==> config.mk <==
export PLATFORM = sky130hd
export DESIGN_NAME = fifo_track_monitor
export DESIGN_NICKNAME = d
export VERILOG_FILES = /design/src/rtl/fifo_track_monitor.sv
export SDC_FILE = /design/constraint.sdc
export NUM_CORES = 1
export LEC_CHECK = 0
export ABC_AREA = 1
export CELL_PAD_IN_SITES_DETAIL_PLACEMENT = 0
export CELL_PAD_IN_SITES_GLOBAL_PLACEMENT = 2
export CORE_AREA = 2 2 461 463
export CTS_CLUSTER_SIZE = 20
export DETAILED_ROUTE_END_ITERATION = 10
export DIE_AREA = 0 0 463 465
export PLACE_DENSITY_LB_ADDON = 0.1
export SKIP_LAST_GASP = 1
export SLEW_MARGIN = 10
export SYNTH_ARGS = -nofsm -noshare
export SYNTH_HDL_FRONTEND = slang
export SYNTH_SLANG_ARGS = --single-unit
==> constraint.sdc <==
create_clock -name rd_clk -period 4.2 [get_ports rd_clk]
set_input_delay 0.84 -clock rd_clk [delete_from_list [all_inputs] [get_ports rd_clk]]
set_output_delay 0.84 -clock rd_clk [all_outputs]
set_load 0.005 [all_outputs]
==> src/rtl/fifo_track_monitor.sv <==
// Reads the overwrite FIFO one slot at a time, drops repeated slots, and delivers each new word once.
// Latency: 2 cycles from fifo_rd_en to m_valid. Backpressure: m_valid holds in OUT and no read is issued until m_ready.
module fifo_track_monitor #(
  parameter int DEPTH = 64,
  parameter int WIDTH = 512
) (
  input  logic             rd_clk,
  input  logic             reset,
  input  logic             enable,
  input  logic             fifo_empty,
  output logic             fifo_rd_en,
  input  logic [WIDTH-1:0] fifo_data,
  input  logic [31:0]      fifo_ptr,
  output logic [WIDTH-1:0] m_data,
  output logic [31:0]      m_ptr,
  output logic             m_valid,
  input  logic             m_ready,
  output logic [31:0]      word_count,
  output logic [31:0]      dup_count,
  output logic [31:0]      gap_count,
  output logic             busy
);

  localparam logic [31:0] LAST_SLOT = 32'(DEPTH - 1);

  typedef enum logic [1:0] {IDLE, ISSUE, WAIT, OUT} state_t;

  state_t      state, state_nxt;
  logic [31:0] last_ptr;
  logic [31:0] exp_ptr;
  logic        rd_ok;
  logic        is_dup;
  logic        handshake;

  function automatic logic [31:0] sat_inc(input logic [31:0] v);
    return (v == 32'hFFFF_FFFF) ? v : v + 32'd1;
  endfunction

  always_comb begin
    rd_ok     = enable && !fifo_empty;
    exp_ptr   = (last_ptr == LAST_SLOT) ? 32'd0 : last_ptr + 32'd1;
    is_dup    = (fifo_ptr == last_ptr);
    handshake = m_valid && m_ready;
  end

  always_comb begin
    state_nxt = state;
    case (state)
      IDLE:    if (rd_ok) state_nxt = ISSUE;
      ISSUE:   state_nxt = WAIT;
      WAIT:    state_nxt = is_dup ? IDLE : OUT;
      OUT:     if (handshake) state_nxt = rd_ok ? ISSUE : IDLE;
      default: state_nxt = IDLE;
    endcase
  end

  assign fifo_rd_en = (state == ISSUE);
  assign busy       = (state != IDLE);

  always_ff @(posedge rd_clk) begin
    if (reset) begin
      state      <= IDLE;
      last_ptr   <= LAST_SLOT;
      m_valid    <= 1'b0;
      m_data     <= '0;
      m_ptr      <= '0;
      word_count <= '0;
      dup_count  <= '0;
      gap_count  <= '0;
    end else begin
      state <= state_nxt;
      if (state == WAIT) begin
        if (is_dup) begin
          dup_count <= sat_inc(dup_count);
        end else begin
          if (fifo_ptr != exp_ptr) gap_count <= sat_inc(gap_count);
          m_data     <= fifo_data;
          m_ptr      <= fifo_ptr;
          last_ptr   <= fifo_ptr;
          word_count <= sat_inc(word_count);
          m_valid    <= 1'b1;
        end
      end else if (state == OUT && handshake) begin
        m_valid <= 1'b0;
      end
    end
  end

endmodule

======== Yosys cells after proc, flatten, opt, wreduce, memory -nomap -nowiden ========
Index checks and enable logic that the tools add are counted.
storage, ports and cells
  flip-flop bits (word level) ............. 675
  output and inout bits ................... 643
cells by class
  add/sub/neg operators ................... 4
  eq/ne operators ......................... 12
  multiplexer cells ....................... 9
  bitwise logic cells ..................... 4
  reductions and logical operators ........ 13
operator list
  operator                                                                number
  32-bit by 1-bit adder with 32-bit output, second input constant         4
  32-bit equality test, second input constant                             3
  32-bit equality test                                                    1
  32-bit by 6-bit equality test with 1-bit output, second input constant  1
  32-bit 2-to-1 mux                                                       1
  32-bit != test                                                          1
  2-bit one-hot mux with 4 select lines                                   1
  2-bit 2-to-1 mux                                                        3
  2-bit != test, second input constant                                    3
  2-bit AND reduction                                                     3
  3-bit AND reduction                                                     2
  2-bit equality test, second input constant                              2
  1-bit 2-to-1 mux                                                        4
  1-bit NOT                                                               4
  4-bit AND reduction                                                     1
  2-bit nonzero test                                                      2
  1-bit logical AND                                                       3
  2-bit by 1-bit equality test with 1-bit output, second input constant   1
  2-bit logical NOT                                                       1
  1-bit logical NOT                                                       1

======== Depth between registers and ports, before layout ========
  word-level depth ........................ 5
  gate-level depth with buffers ........... 18
  mapped depth without buffers ............ 18

======== Worst setup path before layout ========
Ideal clock, no wire load.
  path type ............................... input to register
  start ................................... in fifo_ptr[9]
  end ..................................... reg dup_count[15]
  data arrival time ....................... 2.340 ns
  required time ........................... 4.087 ns
  setup slack ............................. 1.747 ns
  stages on the path ...................... 13
  buffers on the path ..................... 0
  cells stage by stage .................... or2_2 -> a21oi_1 -> nand4_1 -> nor2_1 -> nand2_1 -> nor2_1 -> nand2_1 -> nor2_1 -> nand3_1 -> nor2_1 -> nand2_1 -> nand2_1 -> nor2_1
on the way
  cells in the longest elaborated chain, start to end .. 2
ends and longest elaborated chain
  element                        RTL line  source
  from (decl)                    13        input logic [31:0] fifo_ptr,
  32-bit equality test           42        is_dup = (fifo_ptr == last_ptr);
  3-bit AND reduction (no line)  n/a
  to (signal assigned)           74        dup_count <= sat_inc(dup_count);
  to (decl)                      19        output logic [31:0] dup_count,
Every way passes these cells.
A chain may end at the register's enable or synchronous reset.

==> summary.md <==
| Metric | Value |
|---|---|
| Outcome | `completed` |
| DR vias | `28620` |
| Peak supply drop | `between 0.2 and 0.3 mV` |
| Clock Tree Buf Depth | `3` |
| Yosys cell types | `40` |
| Syn Inst Count | `~3700` |
| Die H | `approximately 470 um` |
| Placed cells | `between 7000 and 8000` |
| # DRC | `0` |
| Netlist Area Pre-Place | `between 20000 and 30000 um2` |
| Critical R2R Launch | `m_ptr[7]` |
| Total Power | `slightly above 20000 uW` |
| Post-CTS setup buffers | `0` |
| Avg WL per Cell | `24.46 um` |
| CP startpoint kind | `register` |
| Worst R2R Setup Slack | `roughly 0.8 ns` |
| Clk_lat worst skew | `approximately 0.74 ns` |
| Synth warn | `0` |
| Leak pwr | `0.01606 uW` |
| Vias in the first global route | `between 20000 and 30000` |
| Avg Inst Size Synth | `about 7.2 um2` |
| Max Freq | `293.8 MHz` |
| Setup TNS | `0 ns` |
| Min-Delay Endpoint | `m_ptr[2]` |
| Worst Setup End Kind | `register` |
| Synth Register Bits | `between 600 and 700` |
| Final non-filler cell total | `approximately 7800` |
| CP max FO | `31` |
| Post-synth top cells | `1190 x nor2_1, 649 x dfxtp_1, 565 x o21ai_0, 433 x nand2_1, 194 x clkbuf_1` |
| # clock sinks | `649` |
| Ys async rst share | `0%` |
| Hold_buf cts | `0` |
| Placed Area | `roughly 42000 um2` |
| Root Buffer | `clkbuf_16` |
| Hold Crit Start | `m_ptr[2]` |
| Commonest register cell after synthesis | `dfxtp_1` |
| Final setup violation count | `0` |
| DRT iter0 DRCs | `1183` |
| Share of cells above drive strength 1 | `under 10%` |
| Unrepaired setup endpoints after global routing | `false` |
| FILL cells | `about 24000` |
| DR WL met2 | `around 96000 um` |
| Worst-path clk slew | `~0.06 ns` |
| Clock Skew | `around 0.036 ns` |
| Post-synth net total | `about 4300` |
| Area grow syn2layout | `69.92%` |
| Top-area cell type share of the netlist area | `between 40% and 50%` |
| Initial antenna violation count | `around 110` |
| Routability cong. | `around 0.8` |
| Count leader, synth | `nor2_1` |
| PwrDens | `approximately 460 nW/um2` |
| Final Hold Viols | `0` |
| Largest area contributor in the netlist | `dfxtp_1` |
| Htree depth | `3` |
| GRT Util Overall | `between 10% and 20%` |
| Global-route wire length before repair | `~250000 um` |
| # nets final | `5394` |
| Remaining Overflow, GRT | `0` |
| Drt first pass iters | `5` |
| Rows | `~170` |
| Req. time, crit path | `4.82 ns` |
| Total CTS buffers | `100` |
| Max cap viols | `0` |
| Die area | `roughly 220000 um2` |
| Highest routed metal layer | `met5` |
| Die W | `463 um` |
| Core area | `between 200000 and 250000 um2` |
| TritonCTS clock tree | `yes` |
| Crit Path Class | `reg2reg` |
| Max-slew violations | `0` |
| Vias per cell | `3.685` |
| Seq/Total Area, Yosys | `approximately 50%` |
| Routed Antenna Nets | `0` |
| Fin crit period | `between 3 and 4 ns` |
| CTS resizes | `0` |
| Slew margin rel. | `between 40% and 50%` |
| Met3 wire len | `15030 um` |
| Final Instance Area | `45350 um2` |
| Final critical-path share of the clock period | `81.04%` |
| Top cells by area, synth | `dfxtp_1 49%, nor2_1 17%, o21ai_0 11%, nand2_1 6.1%, clkbuf_1 2.7%` |
| Crit Reg-Reg Endpoint | `gap_count[1]` |
| Worst Max-Slew Pin Slew | `0.8274 ns` |
| Worst-case reg-to-reg path depth | `17` |
| Half-perimeter wire length after placement | `roughly 150000 um` |
| Critical Path AT | `4.02 ns` |
| Met1 WL | `roughly 75000 um` |
| Worst hold path cell count | `2` |
| Number of synthesized flops with an enable pin | `0` |
| Initial core utilization | `about an eighth` |
| Largest net degree at the start of global routing | `between 100 and 150` |
| Ports | `around 1200` |
| Hold WC Path Type | `reg2reg` |
| Routed wire length | `190000 um` |
| PortBufs | `about 1200` |
==> critical path: stages (launching register included) <==
cell,delay (ns)
dfxtp_1,0.57
nand2_2,0.17
nor2_1,0.26
nand2_1,0.24
nor2_4,0.28
nand2_1,0.11
nand2_1,0.08
nand2_1,0.05
nand2_1,0.12
nand2_1,0.07
nor2_1,0.16
nand2_1,0.13
nor2_1,0.14
nand3_2,0.21
nand2_4,0.44
inv_1,0.11
nor2_1,0.11
nor2_1,0.05
==> cell type report <==
class                   instances  area [um2]  share of cell area [%]
diodes                         20       50.05                  0.1104
clock buffers                 161        3022                   6.663
clock inverters                24       346.6                  0.7643
inverters                     151       581.8                   1.283
multi-input cells            2685       12110                   26.70
flip-flops and latches        649       12990                   28.65
well taps                    2821        3530                   7.784
repair buffers               1254       12720                   28.04
==> cell families (layout without fill, tap and decap cells) <==
| kind of cell | count (synthesis) | count (layout) | share of synthesized area, % |
|---|---|---|---|
| flops | 649 | 649 | 48.68 |
| buf+inv | 388 | 1590 | 5.977 |
| simple gates | 1890 | 1890 | 28.59 |
| compound gates | 700 | 700 | 13.42 |
| xor+xnor | 91 | 91 | 3.141 |
| other cells | 0 | 20 | 0 |
| fa+ha+maj | 4 | 4 | 0.1875 |
==> stage by stage <==
| step | worst slack [ns] | hold slack (ns) | util, % |
|---|---|---|---|
| global placement | 0.4540 | 0.4594 | 19.89 |
| floorplan | 1.747 | 0.4618 | - |
| finish | 0.7965 | 0.4679 | 21.51 |
| CTS | 0.6276 | 0.4698 | 21.49 |
| detailed placement | 0.4599 | 0.4617 | 19.89 |
| global route | 0.3681 | 0.4822 | 21.49 |
==> state kept, by name, summed over array words and instances, names as in the netlist <==
name / cells
m_ptr: 32
last_ptr: 6
word_count: 32
state: 2
dup_count: 32
m_data: 512
m_valid: 1
gap_count: 32
==> metal layers <==
layer	GRT usage, %	vias up
met3	6.604	293
met2	30.44	875
met4	3.278	86
li1	-	14260
met1	18.85	13100
met5	0	-
==> how the worst max path moves through the flow <==
stage                startpoint       endpoint  slack, ns  cells past startpoint
floorplan           fifo_ptr[9]  dup_count[15]       1.75                     13
global placement    fifo_ptr[9]    m_data[308]       0.45                     12
detailed placement  fifo_ptr[9]    m_data[326]       0.46                     12
CTS                    m_ptr[7]   gap_count[1]       0.63                     17
global route           m_ptr[7]   gap_count[0]       0.37                     17
finish                 m_ptr[7]   gap_count[1]       0.80                     17
==> power breakdown <==
part | total, uW | leakage, uW | switching (uW) | internal, uW
sequential | 7260 | 0.00529 | 438 | 6820
combinational | 4630 | 0.00912 | 2410 | 2230
clock | 8790 | 0.00165 | 3510 | 5280
total | 20700 | 0.0161 | 6350 | 14300
==> cells in the final DEF (no fill, tap or decap), types with 3 or more instances in the layout <==
cell type / n
nor2_1: 1190
clkdlybuf4s50_1: 1190
dfxtp_1: 649
o21ai_0: 565
nand2_1: 432
inv_1: 143
a21oi_1: 107
nand3_1: 107
clkbuf_16: 100
xor2_1: 74
nor3_1: 54
buf_4: 38
clkbuf_1: 32
nand4_1: 29
clkbuf_8: 29
buf_12: 26
diode_2: 20
nor4_1: 17
nand2_2: 16
nand3b_1: 15
xnor2_1: 14
a21oi_2: 10
clkinv_2: 9
nor2_2: 8
nor3b_1: 7
o21a_1: 6
bufinv_16: 6
nor2_4: 5
o21ai_1: 5
inv_6: 5
inv_2: 4
ha_1: 4
and3_1: 3
a31oi_1: 3
xnor3_1: 3
No activity file was read; power rests on OpenSTA's default activity.
